===== src/rtl/dsp_cic_dec_mc.sv =====
// Multi-channel time-interleaved CIC decimator: per-channel integrator/comb state,
// runtime decimation factor and output gain shift with round/cut and saturation.
module dsp_cic_dec_mc #(
    parameter int    CH         = 4,
    parameter int    M          = 1,
    parameter int    N          = 3,
    parameter int    BIN        = 16,
    parameter int    DFW        = 9,
    parameter int    BOUT       = 43,
    parameter int    COUT       = 16,
    parameter int    SHW        = 6,
    parameter string CUT_METHOD = "ROUND",
    localparam int   CHW        = (CH > 1) ? $clog2(CH) : 1
) (
    input  logic            clk,
    input  logic            rst_n,
    input  logic            clr,
    input  logic [DFW-1:0]  dec_fac,
    input  logic [SHW-1:0]  gain_sh,
    input  logic [BIN-1:0]  din,
    input  logic            din_vld,
    output logic [BOUT-1:0] dout,
    output logic [COUT-1:0] dout_cut,
    output logic [CHW-1:0]  dout_ch,
    output logic            dout_vld
);

    localparam bit ROUND_EN = (CUT_METHOD == "ROUND");

    logic [BOUT-1:0] integ_q [CH][N];
    logic [BOUT-1:0] dly1_q  [CH][N];
    logic [BOUT-1:0] dly2_q  [CH][N];

    logic [CHW-1:0]  ch_cnt_q, ch_cnt_d;
    logic [DFW-1:0]  ph_cnt_q, ph_cnt_d;
    logic [DFW-1:0]  dec_act_q, dec_act_d;
    logic [DFW-1:0]  dec_eff;
    logic [BOUT-1:0] dout_q, dout_d;
    logic [COUT-1:0] cut_q, cut_d;
    logic [CHW-1:0]  dout_ch_q;
    logic            vld_q;

    logic            period_start, dec_smp, frame_end;
    logic [BOUT-1:0] isel  [N];
    logic [BOUT-1:0] dsel1 [N];
    logic [BOUT-1:0] dsel2 [N];
    logic [BOUT-1:0] isum  [N];
    logic [BOUT-1:0] cin   [N];
    logic [BOUT-1:0] cdiff [N];
    logic signed [BOUT:0] rnd_t, sh_t;
    logic [BOUT-COUT+1:0] sh_hi;

    // Current channel's state is muxed out once and shared by the whole datapath.
    always_comb begin
        for (int unsigned k = 0; k < N; k++) begin
            isel[k]  = '0;
            dsel1[k] = '0;
            dsel2[k] = '0;
        end
        for (int unsigned c = 0; c < CH; c++) begin
            if (CHW'(c) == ch_cnt_q) begin
                for (int unsigned k = 0; k < N; k++) begin
                    isel[k]  = integ_q[c][k];
                    dsel1[k] = dly1_q[c][k];
                    dsel2[k] = dly2_q[c][k];
                end
            end
        end
    end

    always_comb begin
        period_start = din_vld && (ch_cnt_q == '0) && (ph_cnt_q == '0);
        dec_eff      = period_start ? dec_fac : dec_act_q;
        dec_smp      = din_vld && (ph_cnt_q == dec_eff);
        frame_end    = (ch_cnt_q == CHW'(CH - 1));
        dec_act_d    = period_start ? dec_fac : dec_act_q;

        ch_cnt_d = ch_cnt_q;
        ph_cnt_d = ph_cnt_q;
        if (din_vld) begin
            ch_cnt_d = frame_end ? '0 : ch_cnt_q + 1'b1;
            if (frame_end) begin
                ph_cnt_d = (ph_cnt_q == dec_eff) ? '0 : ph_cnt_q + 1'b1;
            end
        end

        isum[0] = isel[0] + {{(BOUT-BIN){din[BIN-1]}}, din};
        for (int unsigned k = 1; k < N; k++) begin
            isum[k] = isel[k] + isum[k-1];
        end

        cin[0] = isum[N-1];
        for (int unsigned j = 0; j < N; j++) begin
            cdiff[j] = cin[j] - ((M == 2) ? dsel2[j] : dsel1[j]);
            if (j < N - 1) begin
                cin[j+1] = cdiff[j];
            end
        end
        dout_d = cdiff[N-1];

        // One guard bit keeps the rounding add from overflowing before the shift.
        rnd_t = {dout_d[BOUT-1], dout_d};
        if (ROUND_EN && (gain_sh != '0)) begin
            rnd_t = rnd_t + ((BOUT+1)'(1) << (gain_sh - 1'b1));
        end
        sh_t  = rnd_t >>> gain_sh;
        sh_hi = sh_t[BOUT:COUT-1];
        if ((&sh_hi) || (~|sh_hi)) begin
            cut_d = sh_t[COUT-1:0];
        end else if (sh_t[BOUT]) begin
            cut_d = {1'b1, {(COUT-1){1'b0}}};
        end else begin
            cut_d = {1'b0, {(COUT-1){1'b1}}};
        end
    end

    always_ff @(posedge clk or negedge rst_n) begin
        if (!rst_n) begin
            for (int unsigned c = 0; c < CH; c++) begin
                for (int unsigned k = 0; k < N; k++) begin
                    integ_q[c][k] <= '0;
                    dly1_q[c][k]  <= '0;
                    dly2_q[c][k]  <= '0;
                end
            end
            ch_cnt_q  <= '0;
            ph_cnt_q  <= '0;
            dec_act_q <= '0;
            dout_q    <= '0;
            cut_q     <= '0;
            dout_ch_q <= '0;
            vld_q     <= 1'b0;
        end else if (clr) begin
            for (int unsigned c = 0; c < CH; c++) begin
                for (int unsigned k = 0; k < N; k++) begin
                    integ_q[c][k] <= '0;
                    dly1_q[c][k]  <= '0;
                    dly2_q[c][k]  <= '0;
                end
            end
            ch_cnt_q  <= '0;
            ph_cnt_q  <= '0;
            dec_act_q <= '0;
            dout_q    <= '0;
            cut_q     <= '0;
            dout_ch_q <= '0;
            vld_q     <= 1'b0;
        end else begin
            vld_q <= dec_smp;
            if (din_vld) begin
                ch_cnt_q  <= ch_cnt_d;
                ph_cnt_q  <= ph_cnt_d;
                dec_act_q <= dec_act_d;
                for (int unsigned c = 0; c < CH; c++) begin
                    if (CHW'(c) == ch_cnt_q) begin
                        for (int unsigned k = 0; k < N; k++) begin
                            integ_q[c][k] <= isum[k];
                            if (dec_smp) begin
                                dly1_q[c][k] <= cin[k];
                                dly2_q[c][k] <= dly1_q[c][k];
                            end
                        end
                    end
                end
            end
            if (dec_smp) begin
                dout_q    <= dout_d;
                cut_q     <= cut_d;
                dout_ch_q <= ch_cnt_q;
            end
        end
    end

    assign dout     = dout_q;
    assign dout_cut = cut_q;
    assign dout_ch  = dout_ch_q;
    assign dout_vld = vld_q;

endmodule


===== config.mk =====
export PLATFORM = sky130hd
export DESIGN_NAME = dsp_cic_dec_mc
export DESIGN_NICKNAME = d
export VERILOG_FILES = /design/src/rtl/dsp_cic_dec_mc.sv
export SDC_FILE = /design/constraint.sdc
export NUM_CORES = 2
export LEC_CHECK = 0
export CAP_MARGIN = 10
export CELL_PAD_IN_SITES_DETAIL_PLACEMENT = 0
export CELL_PAD_IN_SITES_GLOBAL_PLACEMENT = 1
export CORE_MARGIN = 4
export CORE_UTILIZATION = 44
export DETAILED_ROUTE_END_ITERATION = 6
export MAX_ROUTING_LAYER = met4
export PLACE_DENSITY = 0.8
export SYNTH_ARGS = -nofsm -noshare
export SYNTH_HDL_FRONTEND = slang
export SYNTH_SLANG_ARGS = --single-unit
export TNS_END_PERCENT = 1

===== constraint.sdc =====
create_clock -name clk -period 15.9 [get_ports clk]
set_clock_uncertainty 0.2 [all_clocks]
set_input_delay 2.385 -clock clk [delete_from_list [all_inputs] [get_ports clk]]
set_output_delay 2.385 -clock clk [all_outputs]
set_load 0.02 [all_outputs]

==> results.py <==
metrics = {
    "routing": {
        "via_density_per_instance": 5.639,
        "drt-total-wl_um": 243600,
        "drcViolationCount": 0,
        "detail_route.wl_per_cell_um": 20.38,
        "ant_nets": 0,
        "drt-initial-drc-count": 6124,
        "num_vias": 67400,
        "drt_pre_antenna_iters": 6,
    },
    "placed_design": {
        "gp_routability_congestion": 0.9460,
        "estimated_wirelength_of_the_detail_placed_design_um": 161000,
        "pre_cts_slack_ns": -2.375,
        "postPlaceCellArea_um2": 80950,
        "io_buffer_count": 96,
    },
    "die": {
        "rows": 145,
        "start_util_pct": 44.46,
        "floorplan.core_area_um2": 156900,
        "die-width_um": 406.2,
        "ios": 97,
        "floorplan.die.height_um": 406.2,
        "die_area_um2": 165000,
    },
    "timing": {
        "max-slew-margin-rel_pct": 18.03,
        "finalWorstSetupSlack_ns": -0.3880,
        "period_needed_ns": 16.29,
        "holdWs_ns": 0.2764,
        "timing.final.crit_share_pct": 102.4,
        "timing.final.max_slew_violations": 0,
        "worst_slew_pin_slew_ns": 1.230,
        "fmaxAchievable_mhz": 61.39,
        "timing.final.hold_violations": 0,
        "totalNegativeSetupSlack_ns": -4.778,
        "setup_repair_after_global_routing_missed_its_margin": "true",
        "setup_viol": 15,
    },
    "worst_setup_path": {
        "critical_path.startpoint_type": "primary input",
        "cpMaxStageDelayCell": "sky130_fd_sc_hd__or4_4",
        "kind_of_critical_path": "primary input to flop",
        "cp-end-kind": "flop",
        "critPathMostFrequentCell": "sky130_fd_sc_hd__buf_4",
        "critical_path.max_fanout": 6,
        "worstPathArrival_ns": 16.72,
        "cp_slowest_stage_delay_ns": 0.59,
        "timing.critical_path.required_ns": 16.34,
    },
    "logic_synthesis": {
        "synth_cell_types": 96,
        "synthMostInstantiatedCell": "sky130_fd_sc_hd__nand2_1",
        "netlist_instances": 8761,
        "synth_top_flop_cell": "sky130_fd_sc_hd__dfrtp_1",
        "synth-seq-cells": 1114,
        "synth.top_cells.by_area": "sky130_fd_sc_hd__dfrtp_1, sky130_fd_sc_hd__a21oi_1, sky130_fd_sc_hd__nand2_1, sky130_fd_sc_hd__nor2_1, sky130_fd_sc_hd__ha_1",
        "post_synth_edffs": 0,
        "synthDominantAreaCellType": "sky130_fd_sc_hd__dfrtp_1",
        "yosys_warns": 0,
        "async_flop_share_pct": 100.0,
        "netlist_top_cells_count": "sky130_fd_sc_hd__nand2_1, sky130_fd_sc_hd__a21oi_1, sky130_fd_sc_hd__nor2_1, sky130_fd_sc_hd__dfrtp_1, sky130_fd_sc_hd__o21ai_0",
        "avgSynthCellArea_um2": 7.964,
        "synth.cell_area_um2": 69770,
        "syn_nets": 9112,
        "yosys.area.top_type_share_pct": 39.96,
        "seq_area_frac_synth_pct": 39.96,
    },
    "clocking": {
        "clock_sinks": 1114,
        "worstSkewPairLatency_ns": 0.80,
        "htree_levels": 4,
        "clock_root_buffer": "sky130_fd_sc_hd__clkbuf_16",
        "maximum_clock_insertion_buffer_count": 3,
        "clk_pin_slew_worst_paths_ns": 0.06,
        "tritoncts_clock_tree": "yes",
        "tritoncts.num_buffers": 135,
    },
    "run": {
        "drv_cap": 0,
    },
    "global_routing": {
        "first_global_vias": 65550,
        "globalRouteTotalUtil_pct": 30.02,
        "pin_count_of_the_biggest_net_entering_global_routing": 188,
        "antenna_found_initial": 11,
        "grt_pass1_wl_um": 379600,
        "grt_overflow_total": 0,
    },
    "layout": {
        "areaGrowthSynthToFinish_pct": 27.19,
        "n_fill_cell": 14300,
        "stdcell_area_um2": 88740,
        "final_layout_size_suffix_gt1_share_pct": 22.90,
        "num-nets-final": 10130,
    },
    "min_path": {
        "min-delay-path-class": "flop to flop",
    },
    "run_status": {
        "run_status": "finished, violations left",
        "violated_checks": "negative setup slack",
    },
}
[kinds of logic (layout without fill, tap and decap cells)]
group                      count (synthesis)  after routing  synth area share, %
adders and majority gates                316            316                5.742
other                                      0             11                    0
muxes                                    349            349                5.604
buffers and inverters                    761           1884                4.123
and+or+nand+nor                         3343           3343                19.55
xor gates and xnor gates                 278            278                3.581
AOI/OAI and AO/OA                       2600           2600                21.44
DFF                                     1114           1114                39.96
[through the flow]
step | utilization (%) | instances
after floorplan | - | 8761
after global placement | 51.59 | 11560
after detailed placement | 51.59 | 11560
after CTS | 56.08 | 11910
after global routing | 56.54 | 11950
final | 56.54 | 11950
[state kept, by name, summed over array words and instances (netlist names)]
| register | count |
|---|---|
| dout_cut | 16 |
| dec_act_q | 9 |
| ph_cnt_q | 9 |
| dout_vld | 1 |
| dout_ch | 2 |
| ch_cnt_q | 2 |
| dly1_q | 516 |
| integ_q | 516 |
| dout | 43 |
[critical path, delay by kind of cell]
kind	cells	cell delay, ns
muxes	3	0.39
xor gates and xnor gates	5	0.97
buffers and inverters	18	2.30
and+or+nand+nor	18	3.41
adders and majority gates	7	1.78
AOI/OAI and AO/OA	30	5.45
[cell type report]
type / count / area (um2) / area share, %
Clock buffer: 190 / 3807 / 4.291
Timing Repair Buffer: 1444 / 11310 / 12.74
Tap cell: 2058 / 2575 / 2.902
Clock inverter: 50 / 668.1 / 0.7530
Inverter: 200 / 755.7 / 0.8517
Multi-Input combinational cell: 6886 / 41720 / 47.02
Sequential cell: 1114 / 27880 / 31.42
Antenna cell: 11 / 27.53 / 0.03102
[path summary, 6_finish.rpt]
check | startpoint | endpoint | slack [ns] | depth (start not counted)
max in group asynchronous | rst_n | dout[13] | 10.79 | 4
min in group asynchronous | rst_n | integ_q[482] | 1.40 | 1
worst max-delay path | din[1] | dout_cut[8] | -0.39 | 81
worst min register to register | dly1_q[129] | dly1_q[129] | 0.28 | 2
worst min-delay path | dly1_q[129] | dly1_q[129] | 0.28 | 2
worst max register to register | ch_cnt_q[1] | dout_cut[8] | -0.20 | 88
[cells in the final DEF, fill, tap and decap left out, types with 44 or more instances in the layout]
master	n
sky130_fd_sc_hd__mux2i_1	86
sky130_fd_sc_hd__o21bai_1	44
sky130_fd_sc_hd__clkdlybuf4s50_1	85
sky130_fd_sc_hd__xnor2_1	116
sky130_fd_sc_hd__a21oi_2	61
sky130_fd_sc_hd__nand2_1	1496
sky130_fd_sc_hd__nor3_1	53
sky130_fd_sc_hd__a21oi_1	1325
sky130_fd_sc_hd__a22o_1	61
sky130_fd_sc_hd__nand3_1	82
sky130_fd_sc_hd__o21a_1	49
sky130_fd_sc_hd__o31ai_1	49
sky130_fd_sc_hd__inv_1	179
sky130_fd_sc_hd__ha_4	45
sky130_fd_sc_hd__a211oi_1	70
sky130_fd_sc_hd__clkbuf_16	137
sky130_fd_sc_hd__buf_4	1323
sky130_fd_sc_hd__ha_1	255
sky130_fd_sc_hd__mux2_2	251
sky130_fd_sc_hd__o21ai_0	509
sky130_fd_sc_hd__a21o_1	121
sky130_fd_sc_hd__nor2_1	1334
sky130_fd_sc_hd__xnor2_2	49
sky130_fd_sc_hd__dfrtp_1	1114
sky130_fd_sc_hd__and2_1	73
sky130_fd_sc_hd__xor2_1	83
[per-layer routing]
metal	vias to the layer above	global-route usage, %	share of wire, %
met4	0	9.778	3.1
met5	-	-	0
li1	32160	-	-
met1	32830	40.89	46
met2	1994	45.52	45
met3	416	5.298	6.5
[what timing repair did]
item                       in CTS  in global routing
hold buffers                    0                  0
gates cloned                    1                  0
buffers inserted              116                 30
setup endpoints to repair      15                 15
pin swaps                     256                125
gates resized for setup       354                 90
Power is not shown: default switching activity piles up to over one toggle a cycle in this logic, so the estimate is an artifact.
